`src/rtl/rps_match_scorer.sv`:
```
// Match scorekeeper for the stone-paper-scissors judge: tallies round results,
// detects first-to-target or round-limit match end, and holds the result until a new match.
module rps_match_scorer #(
  parameter int WIN_TARGET  = 3,
  parameter int ROUND_LIMIT = 9
) (
  input  logic       clk,
  input  logic       rst,
  input  logic       new_match,
  input  logic       res_valid,
  output logic       res_ready,
  input  logic [7:0] res_code,
  output logic [3:0] p1_score,
  output logic [3:0] p2_score,
  output logic [3:0] round_cnt,
  output logic [3:0] invalid_cnt,
  output logic       match_done,
  output logic [1:0] match_winner,
  output logic       done_pulse,
  output logic [7:0] status_char
);

  typedef enum logic [1:0] {IDLE, PLAY, DONE} state_t;

  localparam logic [3:0] WIN_T   = 4'(WIN_TARGET);
  localparam logic [3:0] ROUND_T = 4'(ROUND_LIMIT);

  state_t     state_reg;
  logic [3:0] p1_next;
  logic [3:0] p2_next;
  logic [3:0] round_next;
  logic [3:0] invalid_next;
  logic       end_next;
  logic [1:0] winner_next;
  logic [7:0] status_next;

  // Post-update counter values and end-of-match decision for a transfer this cycle
  always_comb begin
    p1_next      = p1_score;
    p2_next      = p2_score;
    round_next   = round_cnt;
    invalid_next = invalid_cnt;
    case (res_code)
      8'd49: begin
        p1_next    = p1_score + 4'd1;
        round_next = round_cnt + 4'd1;
      end
      8'd50: begin
        p2_next    = p2_score + 4'd1;
        round_next = round_cnt + 4'd1;
      end
      8'd0: round_next = round_cnt + 4'd1;
      default: begin
        if (invalid_cnt != 4'hf) invalid_next = invalid_cnt + 4'd1;
      end
    endcase

    end_next    = 1'b0;
    winner_next = 2'b00;
    if (p1_next == WIN_T) begin
      end_next    = 1'b1;
      winner_next = 2'b01;
    end else if (p2_next == WIN_T) begin
      end_next    = 1'b1;
      winner_next = 2'b10;
    end else if (round_next == ROUND_T) begin
      end_next = 1'b1;
      if (p1_next > p2_next)      winner_next = 2'b01;
      else if (p2_next > p1_next) winner_next = 2'b10;
      else                        winner_next = 2'b00;
    end

    case (winner_next)
      2'b01:   status_next = 8'd49;
      2'b10:   status_next = 8'd50;
      default: status_next = 8'd61;
    endcase
  end

  always_ff @(posedge clk) begin
    if (rst) begin
      state_reg    <= IDLE;
      res_ready    <= 1'b0;
      p1_score     <= 4'd0;
      p2_score     <= 4'd0;
      round_cnt    <= 4'd0;
      invalid_cnt  <= 4'd0;
      match_done   <= 1'b0;
      match_winner <= 2'b00;
      done_pulse   <= 1'b0;
      status_char  <= 8'd0;
    end else begin
      done_pulse <= 1'b0;
      case (state_reg)
        IDLE, DONE: begin
          if (new_match) begin
            state_reg    <= PLAY;
            res_ready    <= 1'b1;
            p1_score     <= 4'd0;
            p2_score     <= 4'd0;
            round_cnt    <= 4'd0;
            invalid_cnt  <= 4'd0;
            match_done   <= 1'b0;
            match_winner <= 2'b00;
            status_char  <= 8'd0;
          end
        end
        PLAY: begin
          // A restart request wins over any result offered in the same cycle
          if (new_match) begin
            p1_score    <= 4'd0;
            p2_score    <= 4'd0;
            round_cnt   <= 4'd0;
            invalid_cnt <= 4'd0;
          end else if (res_valid && res_ready) begin
            p1_score    <= p1_next;
            p2_score    <= p2_next;
            round_cnt   <= round_next;
            invalid_cnt <= invalid_next;
            if (end_next) begin
              state_reg    <= DONE;
              res_ready    <= 1'b0;
              match_done   <= 1'b1;
              done_pulse   <= 1'b1;
              match_winner <= winner_next;
              status_char  <= status_next;
            end
          end
        end
        default: state_reg <= IDLE;
      endcase
    end
  end

endmodule

```
`config.mk`:
```
export PLATFORM = sky130hd
export DESIGN_NAME = rps_match_scorer
export DESIGN_NICKNAME = d
export VERILOG_FILES = /design/src/rtl/rps_match_scorer.sv
export SDC_FILE = /design/constraint.sdc
export NUM_CORES = 1
export LEC_CHECK = 0
export ABC_AREA = 1
export BUFFER_PORTS_ARGS = -buffer_cell sky130_fd_sc_hd__clkbuf_2
export CAP_MARGIN = 20
export CORE_MARGIN = 2
export CORE_UTILIZATION = 49
export CTS_CLUSTER_SIZE = 28
export DETAILED_ROUTE_END_ITERATION = 6
export GPL_ROUTABILITY_DRIVEN = 0
export HOLD_SLACK_MARGIN = 0.02
export MAX_ROUTING_LAYER = met4
export PLACE_DENSITY = 0.88
export SLEW_MARGIN = 20
export SYNTH_ARGS = -nofsm -noshare
export SYNTH_HDL_FRONTEND = slang
export SYNTH_SLANG_ARGS = --single-unit
```
`constraint.sdc`:
```
create_clock -name clk -period 2.1 [get_ports clk]
set_clock_uncertainty 0.1 [all_clocks]
set_input_delay 0.21 -clock clk [delete_from_list [all_inputs] [get_ports clk]]
set_output_delay 0.21 -clock clk [all_outputs]
set_load 0.01 [all_outputs]
```
# Word-level counts from Yosys, hierarchy flattened
# Cells that the tools add are included.
# word_totals
wordCells,99
regBits,31
out_inout_bits,29
# op_classes
addsub,4
mux,53
reduce_logical,11
bitwise,2
magnitude_cmp,2
eq_ne,17
# ops
operator,count
2-to-1 mux 4 bit,14
case mux 4 bit (2 select lines),5
2-to-1 mux 8 bit,4
2-to-1 mux 2 bit,13
"adder 4 x 1 -> 4 bit, second input constant",4
"equality test 8 x 6 -> 1 bit, second input constant",2
case mux 8 bit (2 select lines),1
2-to-1 mux 1 bit,12
AND reduction 5 bit,2
"!= test 3 bit, second input constant",3
"equality test 4 x 2 -> 1 bit, second input constant",2
> comparator 4 bit,2
zero test 8 bit,1
"!= test 2 bit, second input constant",4
case mux 2 bit (2 select lines),2
"equality test 2 x 1 -> 1 bit, second input constant",2
"equality test 2 bit, second input constant",2
"equality test 4 bit, second input constant",1
"!= test 4 bit, second input constant",1
case mux 1 bit (2 select lines),2
AND reduction 4 bit,1
OR reduction 4 bit,1
AND reduction 3 bit,1
OR reduction 3 bit,1
other kinds (5),6

# Logic depth before layout (Yosys ltp)
# Gate-level depths: netlist of run 1.
# logic_depth
word_depth,14
depth_mapped,18
mapped_depth_nobuf,18

# Least setup slack after synthesis of run 1
# No wires, ideal clock.
# synth_path
path_kind,register -> register
startpoint,register p1_score[2]
endpoint,register status_char[0]
arrival_time_ns,2.081
required_time_ns,1.933
synth_period_minus_slack_ns,2.248
setup_slack_ns,-0.148
path_buffers,0
path_stages_with_launch,15
path_cell_list,dfxtp_1 -> nand4_1 -> nand2_1 -> nand2_1 -> nand2_2 -> inv_1 -> ha_1 -> nand3_1 -> nand3_1 -> nor2_1 -> nor2_1 -> and2_1 -> ha_1 -> or2_1 -> a21oi_2
# synth_via
elab_chain_len,14
elab_cells_between_ends,20
classes_between,add/sub: 1; order compare: 2; eq/ne: 4; mux: 12; reduce/logical: 1
# synth_lines
element,line_no,rtl
"start, declared",13,"output logic [3:0] p1_score,"
"start signal, assigned",116,p1_score <= p1_next;
adder 4 x 1 -> 4 bit,45,p1_next = p1_score + 4'd1;
2-to-1 mux 4 bit *,43,case (res_code)
> comparator 4 bit,69,else if (p2_next > p1_next) winner_next = 2'b10;
2-to-1 mux 2 bit,69,
2-to-1 mux 2 bit,68,if (p1_next > p2_next) winner_next = 2'b01;
2-to-1 mux 2 bit,66,end else if (round_next == ROUND_T) begin
2-to-1 mux 2 bit,63,end else if (p2_next == WIN_T) begin
2-to-1 mux 2 bit,60,if (p1_next == WIN_T) begin
equality test 2 bit or equality test 2 x 1 -> 1 bit (tied branches),73,case (winner_next)
case mux 4 bit (2 select lines),73,
2-to-1 mux 8 bit,120,if (end_next) begin
2-to-1 mux 8 bit,115,end else if (res_valid && res_ready) begin
2-to-1 mux 8 bit,110,if (new_match) begin
case mux 8 bit (2 select lines),94,case (state_reg)
"end signal, assigned",126,status_char <= status_next;
"end, declared",20,output logic [7:0] status_char
# Every way passes the cells marked *; elsewhere a longest branch is shown, timed or not. The select of a mux whose other input is x is not followed.
# A chain may end at the register's enable or synchronous reset.

# Worst setup path in the final report of run 1
# layout_path
startpoint,register p1_score[0]
endpoint,register status_char[0]
# The elaborated chain is that of the path after synthesis.

==> results of run 1 <==
[layer usage]
| metal | vias to the layer above | part of all wire [%] |
|---|---|---|
| li1 | 1082 | - |
| met1 | 1047 | 38 |
| met2 | 115 | 50 |
| met3 | 31 | 6.1 |
| met4 | 0 | 5.3 |
| met5 | - | 0 |
[critical path, cell delays in order, from the launching register on]
cell                      delay, ns
sky130_fd_sc_hd__dfxtp_4       0.40
sky130_fd_sc_hd__nand4_1       0.10
sky130_fd_sc_hd__nand2_1       0.09
sky130_fd_sc_hd__nand2_1       0.06
sky130_fd_sc_hd__nand2_2       0.09
sky130_fd_sc_hd__inv_2         0.06
sky130_fd_sc_hd__ha_4          0.29
sky130_fd_sc_hd__nand3_4       0.09
sky130_fd_sc_hd__inv_2         0.08
sky130_fd_sc_hd__nand2_2       0.07
sky130_fd_sc_hd__nand2_2       0.06
sky130_fd_sc_hd__nand2_2       0.05
sky130_fd_sc_hd__and2_4        0.15
sky130_fd_sc_hd__ha_4          0.16
sky130_fd_sc_hd__or2_1         0.23
sky130_fd_sc_hd__a21oi_2       0.14
[final cells by class]
class / instances / area, um^2 / share of cell area, %
inverters: 52 / 203 / 7.57
repair buffers: 88 / 566 / 21.1
multi-input cells: 211 / 1260 / 47.1
well taps: 48 / 60.1 / 2.24
clock buffers: 3 / 41.3 / 1.54
flip-flops and latches: 26 / 543 / 20.3
clock inverters: 1 / 3.75 / 0.140
[worst min-delay path by stage]
stage | end | slack, ns
floorplan | state_reg[0] | 0.28
global placement | status_char[1] | 0.35
detailed placement | status_char[1] | 0.36
CTS | state_reg[1] | 0.18
global route | res_ready | 0.23
finish | state_reg[1] | 0.21
[cell families (layout without fill, tap and decap cells)]
| family | Yosys count | count (layout) |
|---|---|---|
| AOI/OAI and AO/OA | 28 | 28 |
| xor gates and xnor gates | 2 | 2 |
| adders and majority gates | 8 | 8 |
| buffers and inverters | 61 | 144 |
| DFF | 26 | 26 |
| other | 1 | 2 |
| and+or+nand+nor | 171 | 171 |
[cell usage in the layout, fill, tap and decap left out, drive strengths merged]
cell / instances
nand2: 110
dfxtp: 26
nor3: 4
nand3b: 1
and2: 1
a21oi: 23
inv: 52
clkbuf: 41
nor2: 28
o32ai: 1
nand4: 7
nand3: 18
conb: 2
ha: 8
nor4: 1
xor2: 2
buf: 50
o21ai: 4
or2: 1
clkinv: 1
[per-stage QoR]
step	util [%]	hold WS, ns	std cells	power (mW)	TNS, ns
2_1_floorplan	-	0.276	298	0.595	0
3_3_place_gp	64.0	0.353	409	0.629	-0.428
3_5_place_dp	64.0	0.356	409	0.633	-0.728
4_1_cts	70.5	0.177	427	0.908	-0.117
5_1_grt	73.1	0.232	429	0.964	-1.17
6_report	73.1	0.206	429	0.937	-0.405
[power by group]
part           internal [mW]  switching, mW
combinational         0.0423         0.0995
clock                  0.132          0.168
sequential             0.492        0.00375
total                  0.666          0.271
[timing repair]
action	in CTS	in global routing
setup buffers	14	2
pin swaps	20	21
setup endpoints to repair	3	8
gates resized for setup	22	28
==> results.rst, run 1 <==
.. list-table::
   :header-rows: 1

   * - Metric
     - Value
   * - Count of state elements after synthesis
     - 26
   * - Full die area
     - 4300 um^2
   * - CP required
     - 2.21 ns
   * - Number of detailed-routing iterations run before antenna repair
     - 4
   * - Clock net sink count
     - 26
   * - Vias per cell
     - 5.30
   * - Final Hold Violating Endpoints
     - 0
   * - Worst hold stages
     - 3
   * - Share of the synthesized area in the top cell type
     - 28.0%
   * - Die boundary width
     - 65.6 um
   * - Sum of overflow across all layers after global routing
     - 0
   * - Arithmetic-cell share of the synthesized area counting full adders, half adders and majority gates
     - 5.39%
   * - Reg clk slew, reported paths
     - 0.10 ns
   * - Clock Root Buffer
     - sky130_fd_sc_hd__clkbuf_8
   * - Relative area change from synthesis to final layout
     - 44.1%
   * - Most used routing layer in global routing
     - met2
   * - Number of buffers added by the clock tree synthesis step
     - 3
   * - Share of cells above drive strength 1
     - 45.4%
   * - DRC violations left
     - 0
   * - Chip Height
     - 65.6 um
   * - Detailed Place HPWL
     - 3360 um
   * - Global-route track usage on met3
     - 4.62%
   * - Data arrival time of the critical path
     - 2.42 ns
   * - Cell with the most instances after synthesis
     - sky130_fd_sc_hd__nand2_1
   * - Post-synthesis share of cell area spent on xor and xnor gates
     - 0.943%
   * - Count of flip-flops with a built-in enable after synthesis
     - 0
   * - Met2 routing resource usage after global routing
     - 46.6%
   * - R2r worst-path depth
     - 15
   * - Worst Slack Setup Final
     - -0.206 ns
   * - Routed vias
     - 2275
   * - Min Tclk post-route
     - 2.31 ns
   * - Register-to-register setup slack
     - -0.21 ns
   * - Port-buffer cells
     - 38
   * - Share of cell area taken by muxes after synthesis
     - 0%
   * - Antenna violations before repair
     - 0
   * - Seq/Total Area, Yosys
     - 28.0%
   * - Result of the run
     - complete, but fails checks
   * - Power density relative to cell area
     - 350 nW/um^2
   * - Global-route wire length before repair
     - 9070 um
   * - Synth cell types
     - 27
   * - Share of the clock period used by the worst path after layout
     - 110%
   * - Pre-CTS setup slack
     - -0.314 ns
   * - Worst setup path startpoint
     - p1_score[0]
   * - Standard cell area after detailed placement
     - 2340 um^2
   * - Number of global-route vias before repair
     - 2086
   * - Detail-routed net length per standard cell
     - 14.2 um
   * - VDD IR-drop max
     - 0.510 mV
   * - Syn_area_per_cell
     - 6.26 um^2
   * - Aggregate global-route resource usage
     - 27.7%
   * - Hold path start
     - new_match
   * - Peak clock frequency supported by timing
     - 0.434 GHz
   * - Leakage power
     - 1.40 nW
   * - Diodes inserted
     - 0
   * - Compound-gate portion of the synthesized area
     - 7.95%
   * - Main combinational cell family by area after synthesis
     - simple AND/OR/NAND/NOR gates
   * - Ys Warns
     - 0
   * - Category of the worst setup path capture point
     - flop
   * - Std-Cell Core Area
     - 3660 um^2
   * - Biggest area consumer among synthesized cells
     - sky130_fd_sc_hd__dfxtp_1
   * - Capture instance of the worst register-to-register path
     - status_char[0]
   * - Total of endpoints with negative setup slack in the final report
     - 5
   * - MaxCap Viol Count
     - 0
   * - Hold-fix buffers, CTS
     - 0
   * - Largest cells by area after synthesis
     - sky130_fd_sc_hd__dfxtp_1, sky130_fd_sc_hd__nand2_1, sky130_fd_sc_hd__inv_1
   * - End point of the critical path
     - status_char[0]
   * - Pins over their slew limit
     - 0
   * - Synthesized instance count
     - 297
   * - Number of rows in the core area
     - 22
   * - Post-detailed-route count of antenna-violating nets
     - 0
   * - Category of the critical setup timing path
     - flop to flop
   * - Kind of launch point of the worst setup path
     - flop
   * - H-tree depth reported by CTS
     - 1
   * - Post-route standard cell area excluding fillers
     - 2680 um^2
   * - Later-pin clock latency in the skew report
     - 0.29 ns
   * - Most frequent cells after synthesis
     - sky130_fd_sc_hd__nand2_1, sky130_fd_sc_hd__inv_1, sky130_fd_sc_hd__dfxtp_1
   * - Global-route track usage on met1
     - 32.2%
   * - Startpoint of the worst register-to-register path
     - p1_score[0]
   * - Total wire length
     - 6090 um
   * - CTS tree
     - yes
   * - Count of routing violations after the opening detailed-route iteration
     - 241
   * - Violated checks
     - negative setup slack
   * - Synth Flop Type
     - sky130_fd_sc_hd__dfxtp_1
   * - HP Class
     - input pin to flop
   * - Pin count of the biggest net entering global routing
     - 23
   * - Filler cell count in the final layout
     - 247
   * - Post-synthesis cell area
     - 1860 um^2
   * - Asr flop ratio synth
     - 0%
   * - Nets
     - 402
   * - RSZ-0062 raised after global routing
     - yes
   * - Number of buffers on the longest clock path
     - 2
   * - Starting Density
     - 50.8%
   * - I/O pin count
     - 41
   * - Simple-gate share of the synthesized area
     - 44.1%
   * - Largest fanout on the critical path
     - 5
(Power assumes the default switching activity.)
==> inputs of run 2 (changes only) <==
--- a/config.mk
+++ b/config.mk
@@ -9,13 +9,13 @@
 export BUFFER_PORTS_ARGS = -buffer_cell sky130_fd_sc_hd__clkbuf_2
 export CAP_MARGIN = 20
 export CORE_MARGIN = 2
-export CORE_UTILIZATION = 49
+export CORE_UTILIZATION = 54
 export CTS_CLUSTER_SIZE = 28
 export DETAILED_ROUTE_END_ITERATION = 6
 export GPL_ROUTABILITY_DRIVEN = 0
 export HOLD_SLACK_MARGIN = 0.02
 export MAX_ROUTING_LAYER = met4
-export PLACE_DENSITY = 0.88
+export PLACE_DENSITY = 0.91
 export SLEW_MARGIN = 20
 export SYNTH_ARGS = -nofsm -noshare
 export SYNTH_HDL_FRONTEND = slang
==> constraint.sdc (replaced) <==
create_clock -name clk -period 2.3 [get_ports clk]
set_clock_uncertainty 0.1 [all_clocks]
set_input_delay 0.23 -clock clk [delete_from_list [all_inputs] [get_ports clk]]
set_output_delay 0.23 -clock clk [all_outputs]
set_load 0.01 [all_outputs]
==> run 2 against run 1 <==
The flow now finishes without violations. Critical path depth up 1. Global-route usage down 4.3 points. Combinational power down 22%. Flip-flop and latch count unchanged. Maximum frequency up 3.6%. Cell count down 7.5%. Count of clock-buffer cells in the layout unchanged. Setup slack better by 0.28 ns.
==> results.rst, run 2 (synthesized netlist as in run 1, its figures left out) <==
.. list-table::
   :header-rows: 1

   * - Metric
     - Value
   * - Startpoint of the worst register-to-register path
     - p1_score[3]
   * - Nets
     - 373
   * - Later-pin clock latency in the skew report
     - 0.32 ns
   * - Total of endpoints with negative setup slack in the final report
     - 0
   * - Number of global-route vias before repair
     - 1886
   * - Category of the critical setup timing path
     - flop to flop
   * - Aggregate global-route resource usage
     - 23.4%
   * - CTS tree
     - yes
   * - Standard cell area after detailed placement
     - 2190 um^2
   * - Port-buffer cells
     - 38
   * - Routed vias
     - 1963
   * - Count of routing violations after the opening detailed-route iteration
     - 91
   * - Pin count of the biggest net entering global routing
     - 23
   * - Detail-routed net length per standard cell
     - 10.7 um
   * - Post-route standard cell area excluding fillers
     - 2330 um^2
   * - Filler cell count in the final layout
     - 282
   * - Peak clock frequency supported by timing
     - 0.449 GHz
   * - Worst path slowest cell
     - sky130_fd_sc_hd__dfxtp_4
   * - Most used cells in the layout excluding fill and tap cells
     - sky130_fd_sc_hd__nand2_1, sky130_fd_sc_hd__inv_1, sky130_fd_sc_hd__clkbuf_2, sky130_fd_sc_hd__a21oi_1
   * - WP buf/inv
     - 3
   * - H-tree depth reported by CTS
     - 1
   * - Pins over their slew limit
     - 0
   * - Diodes inserted
     - 0
   * - Full die area
     - 3930 um^2
   * - Category of the worst setup path capture point
     - flop
   * - Starting Density
     - 56.1%
   * - Share of cells above drive strength 1
     - 37.6%
   * - MaxCap Viol Count
     - 0
   * - Final Hold Violating Endpoints
     - 0
   * - Share of the clock period used by the worst path after layout
     - 96.8%
   * - Chip Height
     - 62.7 um
   * - Longest individual stage delay on the worst path
     - 0.39 ns
   * - Commonest non-fill, non-tap cell in the layout
     - sky130_fd_sc_hd__nand2_1
   * - Die boundary width
     - 62.7 um
   * - HP Class
     - input pin to flop
   * - Critical-path cell list
     - buf_4, nand2_1, nand2_1, nand2_1, nand2_2, inv_2, ha_4, nand3_2, nand3_2, nor2_2, nand2_1, nand2_2, inv_2, ha_1, or2_1, a21oi_2
   * - Number of rows in the core area
     - 21
   * - Power density relative to cell area
     - 323 nW/um^2
   * - Kind of launch point of the worst setup path
     - flop
   * - Sum of overflow across all layers after global routing
     - 0
   * - Leakage power
     - 1.24 nW
   * - Number of buffers added by the clock tree synthesis step
     - 3
   * - Result of the run
     - completed
   * - Relative area change from synthesis to final layout
     - 25.5%
   * - Vias per cell
     - 4.94
   * - Std-Cell Core Area
     - 3310 um^2
   * - Core occupancy in the finished layout
     - 70.4%
   * - Largest delay contributor family on the critical path
     - simple AND/OR/NAND/NOR gates
   * - Antenna violations before repair
     - 0
   * - Clock net sink count
     - 26
   * - VDD IR-drop max
     - 0.285 mV
   * - I/O pin count
     - 41
   * - Number of buffers on the longest clock path
     - 2
   * - Hold path start
     - new_match
   * - Reg clk slew, reported paths
     - 0.13 ns
   * - CP required
     - 2.46 ns
   * - Total wire length
     - 4260 um
   * - Largest fanout on the critical path
     - 4
   * - Cell with the most instances on the worst path
     - sky130_fd_sc_hd__nand2_1
   * - Post-detailed-route count of antenna-violating nets
     - 0
   * - DRC violations left
     - 0
   * - Global-route wire length before repair
     - 7490 um
   * - Number of detailed-routing iterations run before antenna repair
     - 5
   * - Post-Route Setup TNS
     - 0 ns
   * - Clock Root Buffer
     - sky130_fd_sc_hd__clkbuf_4
   * - Worst setup path startpoint
     - p1_score[3]
   * - Hold slack final
     - 0.134 ns
   * - Data arrival time of the critical path
     - 2.39 ns
   * - Min Tclk post-route
     - 2.23 ns
   * - Hold-fix buffers, CTS
     - 0
   * - Detailed Place HPWL
     - 3280 um
run 2: cell count changes in the layout (fill, tap and decap cells not counted), moves of 3 or more:
cell                       change
sky130_fd_sc_hd__clkbuf_4      +3
sky130_fd_sc_hd__nor2_1        +3
sky130_fd_sc_hd__buf_4        -29
sky130_fd_sc_hd__clkbuf_8      -3
sky130_fd_sc_hd__nor2_4        -4
sky130_fd_sc_hd__nand2_2       -3
sky130_fd_sc_hd__nand2_1       +5
sky130_fd_sc_hd__inv_4         -3
run 2: layer usage:
layer  up-vias  track usage [%]  part of all wire (%)
met2        28             43.1                    53
li1       1029                -                     -
met1       902             25.8                    44
met4         0             6.39                  0.59
met3         4             4.32                   2.7
met5         -                -                     0
run 2: timing repair:
action | CTS | global route
gates resized for setup | 10 | 27
setup endpoints to repair | 2 | 3
buffers inserted | 0 | 3
pin swaps | 1 | 13
run 2: layout make-up:
cell class              count  area (um^2)  share of cell area (%)
flip-flops and latches     26          541                    23.2
well taps                  46         57.6                    2.47
clock buffers               3         22.5                   0.966
repair buffers             59          348                    14.9
inverters                  52          195                    8.37
multi-input cells         211         1170                    50.1
run 2: per-stage QoR:
step / cells / power, mW / worst slack (ns)
floorplan: 298 / 0.544 / 0.0517
global placement: 391 / 0.573 / -0.0853
detailed placement: 391 / 0.577 / -0.228
CTS: 394 / 0.764 / 0.00112
global route: 397 / 0.801 / -0.0326
finish: 397 / 0.754 / 0.0744
run 2: tightest hold or removal path, stage by stage:
cell	delay, ns
sky130_fd_sc_hd__clkbuf_2	0.12
sky130_fd_sc_hd__nand3b_1	0.11
sky130_fd_sc_hd__a21oi_1	0.06
run 2: where the power goes:
group / switching, mW / leakage (nW) / internal [mW]
clock: 0.128 / 0.0138 / 0.0614
combinational: 0.0762 / 1.01 / 0.0344
sequential: 0.00313 / 0.215 / 0.451
run 2: worst paths after layout:
path,endpoint,slack [ns],depth (start not counted)
setup reg to reg,status_char[0],0.07,16
hold / removal,state_reg[1],0.13,3
setup / recovery,status_char[0],0.07,16
hold reg to reg,status_char[1],0.37,2
